==> src/rtl/fix_to_float_seq.sv <==
// Sequential Q16.16 unsigned to IEEE-754 single converter; one shared 16-bit priority encoder scans both operand halves.
// Optional round-to-nearest-even in SHIFT when FIX2FLT_ROUND_RNE_EN is defined (truncation otherwise).
module priority_encoder #(
    parameter int WIDTH = 16,
    parameter int OUT_W = $clog2(WIDTH)
) (
    input  logic [WIDTH-1:0] vec,
    output logic [OUT_W-1:0] idx
);
    // Highest set bit wins; all-zero input also yields 0.
    always_comb begin
        idx = '0;
        for (int i = 0; i < WIDTH; i++)
            if (vec[i]) idx = OUT_W'(i);
    end
endmodule

module fix_to_float_seq #(
    parameter int DATA_W    = 32,
    parameter int ENC_W     = 16,
    parameter int FRAC_BITS = 16
) (
    input  logic              clk,
    input  logic              rst,
    input  logic              in_valid,
    output logic              in_ready,
    input  logic [DATA_W-1:0] in_data,
    output logic              out_valid,
    input  logic              out_ready,
    output logic [DATA_W-1:0] out_data,
    output logic              out_zero,
    output logic              busy
);
    localparam int POS_W = $clog2(DATA_W);
    localparam int IDX_W = $clog2(ENC_W);

    typedef enum logic [2:0] {IDLE, SCAN_HI, SCAN_LO, SHIFT, DONE} state_t;

    state_t            state;
    logic [DATA_W-1:0] opnd;
    logic [POS_W-1:0]  pos;
    logic [ENC_W-1:0]  enc_in;
    logic [IDX_W-1:0]  enc_out;
    logic              hit;
    logic [POS_W-1:0]  shamt;
    logic [7:0]        expo, expo_f;
    logic [22:0]       mant_f;

    priority_encoder #(.WIDTH(ENC_W)) u_enc (.vec(enc_in), .idx(enc_out));

    always_comb begin
        enc_in = '0;
        case (state)
            SCAN_HI: enc_in = opnd[DATA_W-1:ENC_W];
            SCAN_LO: enc_in = opnd[ENC_W-1:0];
            default: enc_in = '0;
        endcase
    end

    // The encoder cannot distinguish "zero" from "bit 0 set"; decide zero here.
    assign hit   = |enc_in;
    assign shamt = POS_W'(DATA_W - 1) - pos;
    assign expo  = 8'(pos) + 8'(127 - FRAC_BITS);

`ifdef FIX2FLT_ROUND_RNE_EN
    logic [DATA_W-1:0] norm;
    logic [23:0]       mant_r;
    logic              rnd_up;
    assign norm   = opnd << shamt;
    assign rnd_up = norm[DATA_W-25] & ((|norm[DATA_W-26:0]) | norm[DATA_W-24]);
    assign mant_r = {1'b0, norm[DATA_W-2:DATA_W-24]} + 24'(rnd_up);
    // Carry out of the mantissa means 1.111..1 rounded up to 2.0.
    assign mant_f = mant_r[23] ? 23'd0 : mant_r[22:0];
    assign expo_f = mant_r[23] ? expo + 8'd1 : expo;
`else
    assign mant_f = 23'((opnd << shamt) >> (DATA_W - 24));
    assign expo_f = expo;
`endif

    always_ff @(posedge clk or posedge rst) begin
        if (rst) begin
            state     <= IDLE;
            opnd      <= '0;
            pos       <= '0;
            in_ready  <= 1'b1;
            out_valid <= 1'b0;
            out_data  <= '0;
            out_zero  <= 1'b0;
            busy      <= 1'b0;
        end else begin
            case (state)
                IDLE: if (in_valid && in_ready) begin
                    opnd     <= in_data;
                    in_ready <= 1'b0;
                    busy     <= 1'b1;
                    state    <= SCAN_HI;
                end
                SCAN_HI: if (hit) begin
                    pos   <= POS_W'(ENC_W) + POS_W'(enc_out);
                    state <= SHIFT;
                end else begin
                    state <= SCAN_LO;
                end
                SCAN_LO: if (hit) begin
                    pos   <= POS_W'(enc_out);
                    state <= SHIFT;
                end else begin
                    out_data  <= '0;
                    out_zero  <= 1'b1;
                    out_valid <= 1'b1;
                    state     <= DONE;
                end
                SHIFT: begin
                    out_data  <= {1'b0, expo_f, mant_f};
                    out_zero  <= 1'b0;
                    out_valid <= 1'b1;
                    state     <= DONE;
                end
                DONE: if (out_valid && out_ready) begin
                    out_valid <= 1'b0;
                    in_ready  <= 1'b1;
                    busy      <= 1'b0;
                    state     <= IDLE;
                end
                default: state <= IDLE;
            endcase
        end
    end
endmodule

==> config.mk <==
export PLATFORM = sky130hd
export DESIGN_NAME = fix_to_float_seq
export DESIGN_NICKNAME = d
export VERILOG_FILES = /design/src/rtl/fix_to_float_seq.sv
export SDC_FILE = /design/constraint.sdc
export NUM_CORES = 1
export LEC_CHECK = 0
export ABC_CLOCK_PERIOD_IN_PS = 3030
export BUFFER_PORTS_ARGS = -buffer_cell sky130_fd_sc_hd__buf_4
export CAP_MARGIN = 30
export CORE_ASPECT_RATIO = 1.5
export CORE_UTILIZATION = 45
export DETAILED_ROUTE_END_ITERATION = 7
export GPL_TIMING_DRIVEN = 0
export PLACE_DENSITY = 0.77
export SLEW_MARGIN = 20
export SYNTH_ARGS = -nofsm -noshare
export SYNTH_HDL_FRONTEND = slang
export SYNTH_SLANG_ARGS = --single-unit
export TNS_END_PERCENT = 100
==> constraint.sdc <==
create_clock -name clk -period 3.03 [get_ports clk]
set_input_delay 0.606 -clock clk [delete_from_list [all_inputs] [get_ports clk]]
set_output_delay 0.606 -clock clk [all_outputs]
set_load 0.1 [all_outputs]
==> flow_summary.json <==
{
  "synth.avg_cell_area_um2": 10.4,
  "die_y_um": 127,
  "std_cell_rows": 45,
  "stdcell_area_mm2": 0.00577,
  "cts.sinks": 75,
  "synthToLayoutAreaGrowth_pct": 22.1,
  "postPlaceCellArea_mm2": 0.00545,
  "syn_nets": 492,
  "crit_path_end_kind": "flop",
  "cts_hold_buf": 0,
  "insertedDiodeCount": 0,
  "firstDrtPassIters": 5,
  "worst_path_most_repeated_cell": "a32o_1",
  "min_period_ns": 2.81,
  "grt-ovfl-total": 0,
  "start_util_pct": 46.3,
  "grt_max_degree": 44,
  "die_area_mm2": 0.0109,
  "synth-edff-count": 0,
  "hold_viol": 0,
  "max_freq_ghz": 0.355,
  "relSlewSlack_pct": 50.4,
  "crit_buf_inv": 3,
  "clkTransAtPathRegs_ns": 0.06,
  "arrival_ns": 3.05,
  "synth_seq_cells": 75,
  "clock_latency_ns": 0.35,
  "tritoncts": "yes",
  "outcome": "complete, no violations",
  "slew_viol_final": 0,
  "cp_top_family": "compound AO/OA/AOI/OAI gates",
  "yosysSeqAreaShare_pct": 39.8,
  "n_fill_cell": 917,
  "fin_util_pct": 56.6,
  "period_share_pct": 92.9,
  "die_x_um": 85.6,
  "synth_flop_cell": "dfrtp_1",
  "cts_buffers": 9,
  "async_flop_share_pct": 100,
  "slowest_stage": "a2111o_1",
  "routabilityCongestion": 0.919,
  "wl_per_cell_um": 22.1,
  "ys_top_cells_by_area": "dfrtp_1 (39%), mux2_2 (13%), mux2i_1 (8.9%), nor2_1 (3.2%), mux4_2 (2.9%)",
  "io-pin-count": 72,
  "port_buffers": 70,
  "drtIter0Drc": 240,
  "grt_pass1_vias": 4284,
  "synth_top_area_share_pct": 39.2,
  "clockBufferDepth": 2,
  "synthCells": 455,
  "cts_root_buffer": "clkbuf_16",
  "hp-class": "input pin to async pin",
  "finalClockSkew_ns": 0.00864,
  "critPathMaxFanout": 10,
  "yosysTopAreaCell": "dfrtp_1",
  "grtUsageTotal_pct": 29.1,
  "finalWirelength_mm": 15.1,
  "yosysWarningCount": 0,
  "netlist_area_mm2": 0.00472,
  "final_common_cell": "dfrtp_1",
  "h-tree-depth": 3,
  "fin_nets": 575,
  "vias_per_cell": 6.11,
  "vias": 4179,
  "slowest_delay_ns": 0.48,
  "antenna_left": 0,
  "cp-start-kind": "flop",
  "hpwlAfterDp_mm": 11.8,
  "yosysUniqueCellTypes": 59,
  "hold_ws_ns": 0.259,
  "core-area_mm2": 0.0102,
  "tightest_slew_ns": 0.741,
  "cp_cell_sequence": "buf_1, nor2b_1, a32o_1, a2111o_1, nor4_4, buf_4, o21ai_4, clkbuf_1, a32o_1",
  "worst-setup-path-type": "flop to flop",
  "rsz0062_at_grt": "false",
  "drc_errors": 0,
  "grt_pass1_wl_mm": 23.5,
  "maxCapViolations": 0,
  "cp.required_ns": 3.26,
  "layout_common_cells": "dfrtp_1 (74), buf_4 (73), mux2_2 (54)",
  "antenna_found_initial": 0,
  "drive_gt1_share_pct": 30.9,
  "setup_violations": 0
}
## cell usage after synthesis (2+ instances only)
cell and n:
a211o_1 5, mux2_2 54, nand4_1 2, a21oi_1 12, nor2_1 40, clkinv_1 3, o221ai_1 2, nand2_1 34
o21ai_0 15, nor3_1 3, o2bb2ai_1 8, nor2b_1 18, o211ai_1 2, a2111o_1 2, buf_6 4, a22o_1 7
a22oi_1 4, nand3_1 9, a221o_1 6, o31ai_1 2, a31oi_1 2, buf_2 3, inv_1 6, a32o_1 8
a211oi_1 4, a32oi_1 8, nand4_2 2, mux4_2 6, o22ai_1 6, mux2i_1 42, dfrtp_1 74, buf_1 8
clkbuf_1 19, a21o_1 10
## final timing paths
path / cells after the start / to / start / slack, ns
max: 9 / out_data[30] / state[2] / 0.22
min reg2reg: 1 / out_data[14] / out_data[14] / 0.48
max reg2reg: 9 / out_data[30] / state[2] / 0.22
min: 2 / out_data[22] / rst / 0.26
min in group clk: 1 / out_data[14] / out_data[14] / 0.48
max in group asynchronous: 3 / in_ready / rst / 2.16
## what timing repair did
item	4_1_cts	5_1_grt
setup endpoints to repair	2	1
hold endpoints to repair	0	0
pin swaps	1	0
resized for setup	2	0
buffers inserted	2	0
## per-layer routing
layer / track usage, % / vias up / share of wire, %
met2: 53.1 / 167 / 54
met5: 0 / - / 0
met3: 4.91 / 51 / 4.0
met1: 31.0 / 2085 / 37
li1: - / 1876 / -
met4: 17.1 / 0 / 5.3
## per-stage QoR
| stage | TNS, ns | instances | setup WS [ns] |
|---|---|---|---|
| after floorplan | 0 | 455 | 0.492 |
| after global routing | 0 | 684 | 0.0703 |
| after CTS | 0 | 685 | 0.120 |
| after detailed placement | -0.0513 | 667 | -0.0513 |
| after global placement | -15.57 | 666 | -0.218 |
| final | 0 | 684 | 0.215 |
## flip-flops by register name, summed over array words and instances, names as in the netlist
name and count:
out_zero 1, in_ready 1, out_data 31, pos 5, busy 1, state 3
out_valid 1, opnd 32
## worst register-to-register path, stage by stage, from the launching register on
cell and delay [ns]:
dfrtp_1 0.40, buf_1 0.37, nor2b_1 0.09, a32o_1 0.27, a2111o_1 0.48, nor4_4 0.26, buf_4 0.18, o21ai_4 0.10
clkbuf_1 0.27, a32o_1 0.28
## cells by family (layout without fill, tap and decap cells)
group | after synthesis | in the layout | synth area share (%)
xor gates and xnor gates | 2 | 2 | 0.371
DFF | 75 | 75 | 39.8
muxes | 102 | 102 | 24.6
other | 1 | 1 | 0.0794
adders and majority gates | 1 | 1 | 0.265
and+or+nand+nor | 117 | 117 | 12.1
AOI/OAI and AO/OA | 113 | 113 | 18.5
buffers and inverters | 44 | 132 | 4.29
## final cells by class
| type | instances | area [µm²] | area share, % |
|---|---|---|---|
| inverters | 9 | 36.3 | 0.629 |
| well taps | 141 | 176 | 3.06 |
| flip-flops and latches | 75 | 1880 | 32.6 |
| multi-input cells | 336 | 2640 | 45.8 |
| clock buffers | 11 | 243 | 4.21 |
| plain buffers | 34 | 168 | 2.91 |
| clock inverters | 5 | 62.6 | 1.09 |
| repair buffers | 73 | 561 | 9.72 |
Power is not shown: default switching activity piles up to over one toggle a cycle in this logic, so the estimate is an artifact.
